===== config.mk =====
export PLATFORM = sky130hd
export DESIGN_NAME = simon_datapath_gen
export DESIGN_NICKNAME = d
export VERILOG_FILES = /design/src/rtl/simon_datapath_gen.sv
export SDC_FILE = /design/constraint.sdc
export NUM_CORES = 1
export LEC_CHECK = 0
export CORE_ASPECT_RATIO = 1.2
export CORE_UTILIZATION = 53
export CTS_CLUSTER_DIAMETER = 150
export DETAILED_ROUTE_END_ITERATION = 8
export HOLD_SLACK_MARGIN = 0.08
export PLACE_DENSITY = 0.7
export SLEW_MARGIN = 20
export SYNTH_ARGS = -nofsm -noshare
export SYNTH_HDL_FRONTEND = slang
export SYNTH_SLANG_ARGS = --single-unit

===== constraint.sdc =====
create_clock -name clk -period 4.93 [get_ports clk]
set_clock_uncertainty 0.15 [all_clocks]
set_input_delay 0.7395 -clock clk [delete_from_list [all_inputs] [get_ports clk]]
set_output_delay 0.7395 -clock clk [all_outputs]
set_load 0.01 [all_outputs]

===== src/rtl/simon_datapath_gen.sv =====
// Simon datapath: sequence memory, playback/repeat index, guess and legality checks.
// Optional high-score tracking is enabled by defining SIMON_HISCORE_EN.
module simon_datapath_gen #(
  parameter int unsigned WIDTH = 4,
  parameter int unsigned DEPTH = 64,
  localparam int unsigned ADDR_W = $clog2(DEPTH),
  localparam int unsigned SEQ_W = ADDR_W + 1
) (
  input  logic              clk,
  input  logic              rst,
  input  logic [1:0]        level,
  input  logic [WIDTH-1:0]  pattern,
  input  logic              last_inc,
  input  logic              i_inc,
  input  logic              i_clr,
  input  logic              mem_ld,
  input  logic              s_led_eq_pat,
`ifdef SIMON_HISCORE_EN
  input  logic              hi_clr,
  output logic [ADDR_W:0]   hi_score,
  output logic              hi_new,
`endif
  output logic              i_lt_last,
  output logic              arr_full,
  output logic              correct_pat,
  output logic              legal,
  output logic [WIDTH-1:0]  pattern_leds,
  output logic [ADDR_W:0]   seq_len
);

  localparam logic [ADDR_W-1:0] LAST_MAX = ADDR_W'(DEPTH - 1);

  logic [ADDR_W-1:0] i_q;
  logic [ADDR_W-1:0] last_q;
  logic [1:0]        mode_q;
  logic [WIDTH-1:0]  mem [DEPTH];
  logic [WIDTH-1:0]  mem_rd;
  logic [WIDTH-1:0]  drop_low;
  logic [WIDTH-1:0]  drop_two;
  logic              pat_nonzero;

  // Index, sequence end and latched difficulty; reset overrides every strobe.
  always_ff @(posedge clk) begin
    if (rst) begin
      i_q    <= '0;
      last_q <= '0;
      mode_q <= level;
    end else begin
      if (last_inc && (last_q != LAST_MAX)) begin
        last_q <= last_q + ADDR_W'(1);
      end
      if (i_clr) begin
        i_q <= '0;
      end else if (i_inc) begin
        i_q <= (i_q == last_q) ? '0 : i_q + ADDR_W'(1);
      end
    end
  end

  // Pattern store, written at the pre-edge end index; contents survive reset.
  always_ff @(posedge clk) begin
    if (!rst && mem_ld) begin
      mem[last_q] <= pattern;
    end
  end

  assign mem_rd       = mem[i_q];
  assign pattern_leds = s_led_eq_pat ? pattern : mem_rd;
  assign correct_pat  = (pattern == mem_rd);
  assign i_lt_last    = (i_q < last_q);
  assign arr_full     = (last_q == LAST_MAX);
  assign seq_len      = SEQ_W'(last_q) + SEQ_W'(1);

  // Clearing the lowest set bit once/twice yields the one- and two-bit tests.
  always_comb begin
    drop_low    = pattern & (pattern - WIDTH'(1));
    drop_two    = drop_low & (drop_low - WIDTH'(1));
    pat_nonzero = (pattern != '0);
    legal       = 1'b0;
    case (mode_q)
      2'b00:   legal = pat_nonzero && (drop_low == '0);
      2'b01:   legal = pat_nonzero && (drop_two == '0);
      default: legal = pat_nonzero;
    endcase
  end

`ifdef SIMON_HISCORE_EN
  logic [ADDR_W:0] hi_score_q = '0;
  logic            hi_new_q = 1'b0;
  logic [ADDR_W:0] seq_next;
  logic            last_step;

  assign seq_next  = seq_len + SEQ_W'(1);
  assign last_step = last_inc && !arr_full;

  // Best round length persists across game resets; only hi_clr erases it.
  always_ff @(posedge clk) begin
    if (hi_clr) begin
      hi_score_q <= '0;
      hi_new_q   <= 1'b0;
    end else if (rst) begin
      hi_new_q <= 1'b0;
    end else if (last_step && (seq_next > hi_score_q)) begin
      hi_score_q <= seq_next;
      hi_new_q   <= 1'b1;
    end
  end

  assign hi_score = hi_score_q;
  assign hi_new   = hi_new_q;
`endif

endmodule


==> impl_metrics.tcl <==
set metrics [dict create \
    power_leakage_nw 3.86 \
    synthFlopType "edfxtp_1" \
    diodes 0 \
    p_sw_uw 938 \
    yosysWarnings 0 \
    finalSetupViolCount 0 \
    numCtsBuffers 25 \
    routed_via_density 6.28 \
    cp_cell_sequence "buf_12 -> mux4_2 -> nor2_1 -> nor4b_1 -> a31oi_1 -> a31oi_1 -> xor2_1 -> nor4_2 -> clkdlybuf4s50_1" \
    critPathKind "reg -> out" \
    fin_util_pct 60.1 \
    synth.most_common_cell "edfxtp_1" \
    initial_core_util_pct 54.5 \
    synth_top_area_cell "edfxtp_1" \
    dp_hpwl_um 16500 \
    wire_per_inst_um 25.0 \
    cp_data_arrival_time_ns 3.78 \
    grt_use_total_pct 23.6 \
    std_cell_rows 58 \
    synth_area_leaders "edfxtp_1 (67%), mux4_2 (7.2%), mux2i_1 (4.0%)" \
    hold_path_class "reg -> reg" \
    rsz0062_at_grt "no" \
    muxShareOfSynthArea_pct 12.9 \
    die_h_um 164 \
    syn-mean-instance-area_um2 16.6 \
    synth_xor_area_share_pct 1.21 \
    synthesis.nets 715 \
    finalSetupTns_ns 0 \
    cts.path.max_buffers 3 \
    power_frac_clock_pct 39.5 \
    drc_errors 0 \
    ys_seq_area_share_pct 70.2 \
    fillCellCount 1564 \
    critical_path.top_delay_family "buffers and inverters" \
    layoutNonFillerInstCount 1014 \
    synth_async_sr_flop_share_pct 0 \
    vias 6364 \
    yosys.cell_types.count 53 \
    grt_pass1_vias 6339 \
    numClockSinks 276 \
    hold_violations 0 \
    antenna_found_initial 0 \
    synth_top_area_share_pct 67.1 \
    ys_seq_elements 276 \
    slowest_delay_ns 0.60 \
    worst-path-buf-inv 2 \
    p_per_area_nw_per_um2 357 \
    cap_violations 0 \
    combPwrFrac_pct 3.9 \
    dpl.cell_count 966 \
    syn_area_um2 11500 \
    fin_ws_ns 0.261 \
    fp.dieArea_um2 22400 \
    synthTopCellsByCount "edfxtp_1 (258), nor2_1 (91), mux2i_1 (46)" \
    startpoint_type "flip-flop" \
    internal-power_mw 3.61 \
    clock_latency_ns 0.54 \
    top_level_ports 28 \
    wl_um 25300 \
    fin_crit_sh_pct 94.7 \
    grt_overflow 0 \
    irDropWorstVdd_v 0.000312 \
    min_period_ns 4.67 \
    synth_compound_area_share_pct 3.88 \
    power_frac_seq_pct 56.6 \
    port_buffers 27 \
    cp_max_fo 29 \
    slew_headroom_pct 42.5 \
    holdBufCountCts 0 \
    cts_tree "built" \
    slew_viol_final 0 \
    grt_first_pass_wirelength_um 38400 \
    htree_levels 1 \
    gp_congestion 0.891 \
    coreArea_um2 21200 \
    crit_path_frequent_cell "a31oi_1" \
    syn_to_final_growth_pct 10.3 \
    sw_frac_of_total_pct 20.6 \
    total_power_mw 4.55 \
    first_pass_iters 5 \
    die_w_um 137 \
    required_ns 4.04 \
    synthCells 694 \
    root_buffer "clkbuf_16" \
    pre_cts_ws_ns 0.599 \
    cp_slowest_cell "clkdlybuf4s50_1" \
    critPathCaptureType "primary output" \
    clk_pin_slew_ns 0.06 \
    grt_max_degree 61 \
    worst_pin_slew_ns 0.862 \
    drive_gt1_share_pct 14.8 \
    yosys.area_share.simple_pct 7.68 \
    outcome "completed" \
    synthAdderAreaFrac_pct 0.953 \
    antenna_left 0 \
    fmax_mhz 214 \
    final_net_count 746 \
    synth_edf_count 258 \
    drtIter0Drc 811 \
    synth_top_family_by_area "multiplexers" \
]
[placed cells by master, fill, tap and decap left out, types with 3 or more instances in the layout]
cell type	Yosys	routed
xor2_1	8	8
ha_1	8	8
mux4_1	4	4
nand3b_1	3	3
a311oi_1	4	4
a21oi_1	11	11
nor2_1	91	91
inv_1	10	10
clkbuf_16	0	25
buf_12	3	3
nand4_1	7	7
clkdlybuf4s50_1	0	23
nor3b_1	5	5
and3_1	4	4
nand3_1	23	23
edfxtp_1	258	258
buf_2	4	4
a31oi_1	5	5
a22oi_1	12	12
dfxtp_1	18	16
clkinv_1	0	6
clkbuf_8	8	3
buf_4	5	10
nand2b_1	4	4
nor3_1	4	4
clkbuf_1	13	4
mux2i_1	46	46
mux2_2	8	8
mux4_2	37	37
xnor2_1	8	8
clkinv_2	0	6
nor2b_1	12	12
a2111oi_0	4	3
a211oi_1	4	4
a221oi_1	5	5
nand2_1	29	29
[metrics by stage]
step / hold WS [ns] / area, um2
global route: 0.448 / 12700
global placement: 0.413 / 11900
detailed placement: 0.405 / 11900
floorplan: 0.368 / 11500
CTS: 0.419 / 12700
finish: 0.417 / 12700
[power groups by stage]
stage          Combinational, mW  Sequential, mW  Clock (mW)
6_report                   0.177            2.58        1.80
5_1_grt                    0.190            2.58        1.90
4_1_cts                    0.171            2.58        1.82
3_5_place_dp               0.170            2.63           0
3_3_place_gp               0.166            2.63           0
2_1_floorplan             0.0970            2.62           0
[sequential cells by signal, summed over array words and instances (netlist names), named ones only]
signal / count
last_q: 6
mem: 256
mode_q: 2
i_q: 6
[metal layers]
metal	up-vias	share of wire, %	routed length, um	GRT usage [%]
met3	52	7.9	2000	3.30
met2	296	49	12300	38.3
met5	-	0	0	0
met1	3248	40	10200	33.1
li1	2768	-	-	-
met4	0	3.1	784	7.93
[layout make-up]
type | count | area (um2) | share of cell area (%)
Clock buffer | 32 | 682 | 5.35
Clock inverter | 14 | 70.1 | 0.550
Inverter | 10 | 37.5 | 0.295
Timing Repair Buffer | 42 | 424 | 3.33
Multi-Input combinational cell | 370 | 3080 | 24.1
Sequential cell | 276 | 8120 | 63.7
Tap cell | 270 | 338 | 2.65
[final timing paths]
path,start,endpoint,slack (ns),cells after the start
setup / recovery,flip-flop,correct_pat,0.26,9
hold / removal,i_q[5],i_q[5],0.42,2
setup reg to reg,last_q[2],mem[55][3],2.27,4
hold reg to reg,i_q[5],i_q[5],0.42,2
[worst register-to-register path, cell delays in order, from the launching register on]
cell and delay (ns):
dfxtp_1 0.45, inv_1 0.13, nor3b_1 0.42, nand3_1 0.59
nor2_1 0.57
[logic make-up after synthesis]
kind of cell / count (synthesis)
and+or+nand+nor: 190
AOI/OAI and AO/OA: 60
xor gates and xnor gates: 16
buffers and inverters: 48
adders and majority gates: 9
DFF: 276
muxes: 95
[repair_timing]
item,in CTS,in global routing
setup buffers,0,2
hold endpoints to repair,0,0
endpoints found under the setup margin,0,1
resized for setup,0,2
(Power assumes the default switching activity.)
